### src/rtl/rv32i_pkg.sv
// Shared core package: architectural constants and skid buffer state encoding.
package rv32i_pkg;

   localparam int XLEN = 32;

   typedef enum logic [1:0] {
      ST_EMPTY = 2'd0,
      ST_FULL  = 2'd1,
      ST_SKID  = 2'd2
   } skid_state_e;

endpackage

### src/rtl/pipe_entry.sv
// Single pipeline storage entry: WIDTH-bit register with load enable
// and synchronous reset to RESET_VAL.
module pipe_entry #(
   parameter int                 WIDTH     = 32,
   parameter logic [WIDTH-1:0]   RESET_VAL = '0
) (
   input  logic             clk,
   input  logic             reset,
   input  logic             i_load,
   input  logic [WIDTH-1:0] i_d,
   output logic [WIDTH-1:0] o_q
);

   logic [WIDTH-1:0] r_q;

   always_ff @(posedge clk) begin
      if (reset) begin
         r_q <= RESET_VAL;
      end else if (i_load) begin
         r_q <= i_d;
      end
   end

   assign o_q = r_q;

endmodule

### src/rtl/skid_pipe_reg.sv
// Two-entry skid pipeline register with fully registered handshakes.
// Define SKID_PIPE_REG_PERF_EN to add the saturating stall_cnt output.
module skid_pipe_reg
   import rv32i_pkg::*;
#(
   parameter int               WIDTH     = XLEN,
   parameter logic [WIDTH-1:0] RESET_VAL = '0,
   parameter int               CNT_W     = 16
) (
   input  logic             clk,
   input  logic             reset,
   input  logic             flush,
   input  logic             in_valid,
   output logic             in_ready,
   input  logic [WIDTH-1:0] in_data,
   output logic             out_valid,
   input  logic             out_ready,
   output logic [WIDTH-1:0] out_data
`ifdef SKID_PIPE_REG_PERF_EN
   ,
   output logic [CNT_W-1:0] stall_cnt
`endif
);

   if (WIDTH < 1 || CNT_W < 1) begin : g_param_chk
      $error("skid_pipe_reg: WIDTH and CNT_W must be >= 1");
   end

   skid_state_e      r_state;
   logic             r_out_valid;
   logic             r_in_ready;
   logic             w_in_xfer;
   logic             w_out_xfer;
   logic             w_clr;
   logic             w_main_ld;
   logic             w_skid_ld;
   logic [WIDTH-1:0] w_main_d;
   logic [WIDTH-1:0] w_main_q;
   logic [WIDTH-1:0] w_skid_q;

   assign w_in_xfer  = in_valid & r_in_ready;
   assign w_out_xfer = r_out_valid & out_ready;
   assign w_clr      = reset | flush;

   // Main refills from the skid entry only while draining out of SKID.
   assign w_main_ld = (w_in_xfer && (r_state == ST_EMPTY || w_out_xfer))
                    || (r_state == ST_SKID && w_out_xfer);
   assign w_main_d  = (r_state == ST_SKID) ? w_skid_q : in_data;
   assign w_skid_ld = (r_state == ST_FULL) && w_in_xfer && !w_out_xfer;

   pipe_entry #(
      .WIDTH     (WIDTH),
      .RESET_VAL (RESET_VAL)
   ) u_main (
      .clk    (clk),
      .reset  (w_clr),
      .i_load (w_main_ld),
      .i_d    (w_main_d),
      .o_q    (w_main_q)
   );

   pipe_entry #(
      .WIDTH     (WIDTH),
      .RESET_VAL (RESET_VAL)
   ) u_skid (
      .clk    (clk),
      .reset  (w_clr),
      .i_load (w_skid_ld),
      .i_d    (in_data),
      .o_q    (w_skid_q)
   );

   always_ff @(posedge clk) begin
      if (w_clr) begin
         r_state     <= ST_EMPTY;
         r_out_valid <= 1'b0;
         r_in_ready  <= 1'b1;
      end else begin
         case (r_state)
            ST_EMPTY: begin
               if (w_in_xfer) begin
                  r_state     <= ST_FULL;
                  r_out_valid <= 1'b1;
               end
            end
            ST_FULL: begin
               if (w_in_xfer && !w_out_xfer) begin
                  r_state    <= ST_SKID;
                  r_in_ready <= 1'b0;
               end else if (w_out_xfer && !w_in_xfer) begin
                  r_state     <= ST_EMPTY;
                  r_out_valid <= 1'b0;
               end
            end
            ST_SKID: begin
               if (w_out_xfer) begin
                  r_state    <= ST_FULL;
                  r_in_ready <= 1'b1;
               end
            end
            default: begin
               r_state     <= ST_EMPTY;
               r_out_valid <= 1'b0;
               r_in_ready  <= 1'b1;
            end
         endcase
      end
   end

   assign in_ready  = r_in_ready;
   assign out_valid = r_out_valid;
   assign out_data  = w_main_q;

`ifdef SKID_PIPE_REG_PERF_EN
   logic [CNT_W-1:0] r_stall_cnt;

   // Flush is deliberately ignored: the count spans redirects.
   always_ff @(posedge clk) begin
      if (reset) begin
         r_stall_cnt <= '0;
      end else if (r_out_valid && !out_ready && r_stall_cnt != '1) begin
         r_stall_cnt <= r_stall_cnt + CNT_W'(1);
      end
   end

   assign stall_cnt = r_stall_cnt;
`endif

endmodule

### config.mk
export PLATFORM = sky130hd
export DESIGN_NAME = skid_pipe_reg
export DESIGN_NICKNAME = d
export VERILOG_FILES = /design/src/rtl/rv32i_pkg.sv /design/src/rtl/pipe_entry.sv /design/src/rtl/skid_pipe_reg.sv
export SDC_FILE = /design/constraint.sdc
export NUM_CORES = 1
export LEC_CHECK = 0
export CAP_MARGIN = 25
export CORE_MARGIN = 3
export CORE_UTILIZATION = 41
export DETAILED_ROUTE_END_ITERATION = 8
export DONT_BUFFER_PORTS = 1
export GPL_TIMING_DRIVEN = 0
export MAX_ROUTING_LAYER = met4
export SYNTH_ARGS = -nofsm -noshare
export SYNTH_HDL_FRONTEND = slang
export SYNTH_HIERARCHICAL = 1
export SYNTH_SLANG_ARGS = --single-unit
### constraint.sdc
create_clock -name clk -period 3.9 [get_ports clk]
set_clock_uncertainty 0.1 [all_clocks]
set_input_delay 0.585 -clock clk [delete_from_list [all_inputs] [get_ports clk]]
set_output_delay 0.585 -clock clk [all_outputs]
set_load 0.1 [all_outputs]
==> run metrics <==
clock transition at the registers of the reported paths=80 ps; Max Fanout on Critical Path=10; Vias/cell=4.96; Startpoint Class=flip-flop; Critical Path AT=2650 ps; IO Count=71; hpwl dp=3960 um; GR Overflow Total=0; Post-Layout Cell Count=389; H-Tree Depth=3; Routed wire per std cell=14.7 um; Slew Viols, Final=0; DRC viols=0; Reg area=1360 um2; dominant cells by area after synthesis=dfxtp_1 44%, mux2i_1 21%, mux2_4 14%; PwrDens=480 nW/um2; area growth from synthesis to layout=11.7%; top-area cell type share of the netlist area=43.7%; post_cts resized=0; syn avg cell area=11.4 um2; Die Height=93.1 um; Final #Nets=322; Pleak=1.35 nW; I/O Buffers=0; fillers=702; Fmax=394 MHz; Final Hold Viols=0; Hold Buf Count CTS=0; Row Count=31; unrepaired setup endpoints after global routing=no; post-synth top area cell=dfxtp_1; clock latency on the worst-skew pair=340 ps; area taken by multi-input logic gates=1500 um2; Post-CTS Setup Inserts=0; minimum clock period=2540 ps; Starting Density=42.7%; Post-Route WL=5710 um; initial drt markers=28; Synth Register Bits=68; CTS tree=yes; ratio of cells with drive above 1 in the final layout=22.4%; largest net degree at the start of global routing=13; worst slew pin tran=1070 ps; core footprint=7290 um2; Total Neg Setup Slack=0 ps; Synth cell types=24; hold crit path type=in -> reg; Crit Path Class=reg -> reg; Max VDD drop=0.216 mV; Rel. slew slack=28.4%; yosys warns=6; register area share after synthesis=43.7%; maximum root-to-sink buffer count=2; number of detailed-route iterations in the first pass=4; Root Buffer=clkbuf_8; Die Area=8670 um2; status=complete, no violations; Gate Count Post-Synth=274; Routed Antenna Nets=0; CTS sink cnt=68; total vias in the final route=1,929; number of buffers created by CTS=9; DIE WIDTH=93.1 um; Worst setup EP type=flip-flop; Netlist Area Pre-Place=3110 um2; syn_nets=311; global-route total usage across every layer=14.3%; hold slack=292 ps; diodes inserted=0; commonest cells after routing, fill and taps aside=68 x nor2_1, 68 x dfxtp_1, 64 x mux2i_1; initial antenna violation count=0; Final GP Congestion=0.764; vias in the first global route=1,875; WP data required=4010 ps; placed cell count=373; first-pass GRT wire length=9340 um; Tcrit/Tclk final=65.1%; max cap viols=0; # setup viols final=0
==> layout make-up <==
type	instances	area share [%]
multi-input combinational	185	43.3
sequential	68	39.2
buffer	18	6.80
clock buffer	10	3.67
tap	99	3.56
clock inverter	6	3.24
inverter	3	0.324
==> report_power, final <==
| group | internal, W | leakage (nW) | switching [W] | total, W |
|---|---|---|---|---|
| Sequential | 0.000711 | 0.551 | 0.000110 | 0.000822 |
| Clock | 0.000426 | 0.120 | 0.000268 | 0.000694 |
| Combinational | 0.0000862 | 0.677 | 0.0000655 | 0.000152 |
| Total | 0.00122 | 1.35 | 0.000444 | 0.00167 |
==> state kept, by name (all words and copies together) (netlist names) <==
signal      flops
in_ready        1
out_valid       1
r_state         2
u_main/o_q     32
u_skid/o_q     32
==> Yosys cell counts <==
| library cell | instances |
|---|---|
| nor2_1 | 68 |
| dfxtp_1 | 68 |
| buf_12 | 9 |
| and3_1 | 1 |
| or3_1 | 1 |
| a211o_2 | 1 |
| nor2b_2 | 1 |
| o211ai_1 | 1 |
| nand3_1 | 1 |
| and3_2 | 1 |
| a21oi_1 | 2 |
| clkbuf_1 | 6 |
| inv_1 | 3 |
| nand2_1 | 3 |
| buf_6 | 3 |
| o21ai_0 | 3 |
| mux2_4 | 29 |
| mux2i_1 | 64 |
| and2b_2 | 1 |
| and4b_2 | 1 |
| o2bb2ai_1 | 1 |
| mux2_2 | 3 |
| and3b_2 | 1 |
| nand4_1 | 2 |
==> stage by stage <==
step | util, % | area [um2] | total power, W | worst slack (ps)
floorplan | - | 3110 | 0.000967 | 1560
global placement | 44.4 | 3240 | 0.000989 | 1400
detailed placement | 44.4 | 3240 | 0.000992 | 1350
CTS | 47.7 | 3480 | 0.00170 | 1350
global route | 47.7 | 3480 | 0.00174 | 1250
finish | 47.7 | 3480 | 0.00167 | 1360
==> routing by layer <==
metal | global-route usage [%] | vias up | part of all wire [%]
met5 | - | - | 0
met4 | 5.86 | 0 | 1.4
met3 | 6.60 | 7 | 8.5
met2 | 22.6 | 43 | 47
met1 | 15.7 | 931 | 43
li1 | - | 948 | -
==> kinds of logic (layout without fill, tap and decap cells) <==
family / count (synthesis) / in the layout / share of synthesized area, %
multiplexers: 96 / 96 / 35.7
AND/OR/NAND/NOR: 81 / 81 / 11.0
flip-flops: 68 / 68 / 43.7
buffers and inverters: 21 / 37 / 7.96
AO/OA/AOI/OAI: 8 / 8 / 1.65
==> path summary, 6_finish.rpt <==
kind | startpoint | to | slack (ps) | depth (start not counted)
max | in_ready | u_main/o_q[2] | 1360 | 7
min reg2reg | u_skid/o_q[24] | u_skid/o_q[24] | 400 | 2
min | in_data[30] | u_skid/o_q[30] | 290 | 2
max reg2reg | in_ready | u_main/o_q[2] | 1360 | 7
==> critical path, cell delays in order, from the launching register on <==
cell	delay [ps]
dfxtp_1	1030
and3b_2	400
nor2_1	60
o21ai_0	210
buf_6	190
buf_12	150
mux2i_1	200
nor2_1	60
Note: power is estimated with default switching activity, not from simulation.
